[src/rtl/seq_mul4.sv]
// seq_mul4: 4x4 shift-add sequential multiplier, unsigned or two's complement.
// One result every 6 cycles: capture, 4 shift-add steps, 1-cycle done pulse.
module seq_mul4 (
  input  logic       clk,
  input  logic       rst,
  input  logic       start,
  input  logic [3:0] a,
  input  logic [3:0] b,
  input  logic       sgn,
  output logic       busy,
  output logic       done,
  output logic [7:0] p
);

  localparam logic [1:0] S_IDLE = 2'd0;
  localparam logic [1:0] S_RUN  = 2'd1;
  localparam logic [1:0] S_DONE = 2'd2;

  logic [1:0] r_state;
  logic [3:0] r_mcand;
  logic [3:0] r_mlr;
  logic [3:0] r_acc;
  logic [1:0] r_cnt;
  logic       r_neg;
  logic [7:0] r_p;

  logic [3:0] w_mag_a;
  logic [3:0] w_mag_b;
  logic [4:0] w_sum;
  logic [7:0] w_prod;

  // Magnitude of -8 wraps back to 4'b1000, read as unsigned 8.
  assign w_mag_a = (sgn && a[3]) ? (~a + 4'd1) : a;
  assign w_mag_b = (sgn && b[3]) ? (~b + 4'd1) : b;

  assign w_sum  = {1'b0, r_acc} + (r_mlr[0] ? {1'b0, r_mcand} : 5'd0);
  // {carry, acc, mlr} shifted right by one after the add.
  assign w_prod = {w_sum, r_mlr[3:1]};

  always_ff @(posedge clk) begin
    if (rst) begin
      r_state <= S_IDLE;
      r_mcand <= 4'd0;
      r_mlr   <= 4'd0;
      r_acc   <= 4'd0;
      r_cnt   <= 2'd0;
      r_neg   <= 1'b0;
      r_p     <= 8'h00;
    end else begin
      unique case (r_state)
        S_IDLE: begin
          if (start) begin
            r_mcand <= w_mag_a;
            r_mlr   <= w_mag_b;
            r_neg   <= sgn & (a[3] ^ b[3]);
            r_acc   <= 4'd0;
            r_cnt   <= 2'd0;
            r_state <= S_RUN;
          end
        end
        S_RUN: begin
          r_acc <= w_sum[4:1];
          r_mlr <= {w_sum[0], r_mlr[3:1]};
          r_cnt <= r_cnt + 2'd1;
          if (r_cnt == 2'd3) begin
            r_p     <= r_neg ? (~w_prod + 8'd1) : w_prod;
            r_state <= S_DONE;
          end
        end
        S_DONE: begin
          r_state <= S_IDLE;
        end
        default: begin
          r_state <= S_IDLE;
        end
      endcase
    end
  end

  assign busy = (r_state != S_IDLE);
  assign done = (r_state == S_DONE);
  assign p    = r_p;

endmodule

[config.mk]
export PLATFORM = sky130hd
export DESIGN_NAME = seq_mul4
export DESIGN_NICKNAME = d
export VERILOG_FILES = /design/src/rtl/seq_mul4.sv
export SDC_FILE = /design/constraint.sdc
export NUM_CORES = 1
export LEC_CHECK = 0
export ABC_AREA = 1
export CORE_UTILIZATION = 57
export CTS_BUF_LIST = sky130_fd_sc_hd__clkbuf_8 sky130_fd_sc_hd__clkbuf_16
export DETAILED_ROUTE_END_ITERATION = 7
export PLACE_DENSITY = 0.84
export SKIP_LAST_GASP = 1
export SLEW_MARGIN = 20
export SYNTH_ARGS = -nofsm -noshare
export SYNTH_HDL_FRONTEND = slang
export SYNTH_SLANG_ARGS = --single-unit
[constraint.sdc]
create_clock -name clk -period 4.4 [get_ports clk]
set_input_delay 0.66 -clock clk [delete_from_list [all_inputs] [get_ports clk]]
set_output_delay 0.66 -clock clk [all_outputs]
set_load 0.01 [all_outputs]
==> reports/summary.txt <==
Port Buffers: 21
initial antenna violation count: 0
chip width: 52.3 µm
first-pass GRT wire length: 5.18 mm
worst hold stages: 2
largest family of logic cells by synthesized area: simple AND/OR/NAND/NOR gates
Hold Startpoint: r_acc[0]
Synth top area share: 34.7%
Crit. End Element: output pin
reg2reg setup slack: 2360 ps
Top Ports: 22
R2R depth: 12
RR Endpoint: p[7]
Pwr Total: 461 µW
status: complete, no violations
Synth cell types: 35
Pre-antenna DRT Iters: 4
CTS Buf Count: 3
Setup Skew: 10.4 ps
Int Power: 331 µW
Post-Synth Adder-Cell Area: 8.33%
Slowest cell on crit path: clkdlybuf4s50_1
crit start category: flip-flop
vias per cell: 5.56
worst hold margin: 479 ps
# DRC: 0
clock transition at the registers of the reported paths: 90 ps
Setup TNS: 0 ps
Warnings, synthesis: 0
pin count of the biggest net entering global routing: 15
CTS tree: yes
Combinational Power Share: 17.8%
syn avg cell area: 7.47 µm²
Post-Place Cells: 238
final wirelength: 3.13 mm
Max Clk Rate: 0.477 GHz
Worst EP arrival: 1430 ps
HP Class: flip-flop to flip-flop
Hold Fails Final Rpt: 0
post-route insts no fill: 242
EDFF count, synth: 0
ys flop type: dfxtp_1
total number of vias: 1346
multiplexer share of the synthesized area: 0%
Seq pwr share: 52.8%
XOR/XNOR share of the synthesized area: 1.82%
RR Startpoint: r_mlr[0]
multi-input logic area: 810 µm²
top post-synthesis cells by count: 44 x nand2_1, 25 x dfxtp_1, 19 x inv_1
Initial Util: 62.7%
Rows: 17
max_slew headroom: 65.6%
ys async rst share: 0%
Final period util: 47.6%
fill count: 187
core area: 2300 µm²
crit-path max FO: 3
H-Tree Depth: 1
WHS Endpoint: r_acc[0]
Tot GR Track Use: 25.6%
final core area utilization: 74.2%
CTS resizes: 0
# clock sinks: 25
RSZ-0062 raised after global routing: no
cell with the most instances after synthesis: nand2_1
vias in the first global route: 1270
nets: 236
Die Ht: 52.3 µm
Synth Area in Compound Gates: 17.5%
Synth Area in Simple Gates: 28.5%
# setup viols final: 0
GPL Wtd Cong: 0.802
Seq/Total Area, Yosys: 34.7%
Max clock buf depth: 2
fraction of layout cells with a size suffix above 1: 11.2%
WS Path Type: flip-flop to output pin
drt wl/cell: 13.0 µm
Yosys reg bits: 25
ANT cells: 0
Clock Latency Late Sink: 270 ps
cell taking the most area after synthesis: dfxtp_1
P_leak: 0.000782 µW
hold_buf cts: 0
Antenna Nets Post-Route: 0
Mapped Cells: 193
Final Critical Period: 2090 ps
peak supply drop: 181 µV
critical path's largest stage delay: 550 ps
Post-Synthesis Cell Area: 1440 µm²
pwr dens: 270 nW/µm²
DR iter-0 viols: 35
WP data required: 3740 ps
CP cell instances: inv_2 > nor2_1 > clkdlybuf4s50_1
Area growth syn-to-layout: 18.3%
die area: 2730 µm²
clock power share: 29.4%
setup repair bufs after CTS: 0
Final Slew Violations: 0
P_sw: 130 µW
slew at the pin closest to its max-slew limit: 514 ps
Switching Fraction: 28.2%
GR Overflow Total: 0
CTS root buf: clkbuf_8
Synth Net Count: 214
max-cap check violation count: 0
top cells by area, synth: dfxtp_1 35%, nand2_1 11%, ha_1 6.9%
DPL Wire Length: 2.47 mm
register area: 500 µm²
[through the flow]
step | instance area (µm²) | setup slack (ps)
3_3_place_gp | 1660 | 2250
5_1_grt | 1710 | 2190
2_1_floorplan | 1440 | 2570
6_report | 1710 | 2310
4_1_cts | 1710 | 2300
3_5_place_dp | 1660 | 2180
[worst max-delay path, delay by kind of cell, from the launching register on]
family / cells / cell delay (ps)
AND/OR/NAND/NOR: 1 / 110
flip-flops: 1 / 430
buffers and inverters: 2 / 640
[logic make-up after synthesis]
family	after synthesis
AO/OA/AOI/OAI	43
XOR/XNOR	3
adder cells (fa/ha/maj)	9
buffers and inverters	30
flip-flops	25
AND/OR/NAND/NOR	83
[power by group through the flow]
stage                     Clock (µW)  Sequential [µW]  Combinational [µW]
after global routing             145              244                91.5
after CTS                        137              243                82.1
after global placement             0              248                78.2
final                            136              243                82.0
after detailed placement           0              248                81.7
after floorplan                    0              246                56.6
[final cells by class]
class                      instances  area share, %
multi-input combinational        138           47.5
clock buffer                       3           2.42
clock inverter                     1          0.293
sequential                        25           29.3
tap                               28           2.05
inverter                          26           6.09
timing repair buffer              21           12.3
[registers in the layout, summed over array words and instances, names as in the netlist]
register  count
p             8
r_acc         4
r_cnt         2
r_mcand       4
r_mlr         4
r_neg         1
r_state       2
[per-layer routing]
metal | up-vias | global-route usage, % | wire length, µm
li1 | 672 | - | -
met1 | 627 | 29.0 | 1340
met2 | 43 | 48.3 | 1620
met3 | 4 | 2.61 | 153
met4 | 0 | 9.65 | 21
met5 | - | 0 | 0
[cells in the final DEF, fill, tap and decap left out, types with 2 or more instances in the layout]
cell type and count:
a21oi_1 18, a31oi_1 5, clkbuf_8 3, clkdlybuf4s50_1 21
clkinv_2 2, dfxtp_1 25, ha_1 8, inv_1 19
inv_2 5, nand2_1 44, nand2_2 3, nand3_1 11
nor2_1 14, nor2_2 2, nor2_4 2, nor2_8 2
nor3_1 2, o21ai_0 9, o21ai_1 3, o31ai_1 2
xnor2_1 2
[how the worst max path moves through the flow]
stage	to	cells after the start	slack [ps]	from
final	done	3	2310	r_state[1]
after global routing	p[7]	12	2190	r_mlr[0]
after CTS	done	3	2300	r_state[1]
after detailed placement	p[6]	6	2180	rst
after global placement	p[6]	6	2250	rst
after floorplan	p[7]	12	2570	r_mlr[0]
Note: power is estimated with default switching activity, not from simulation.
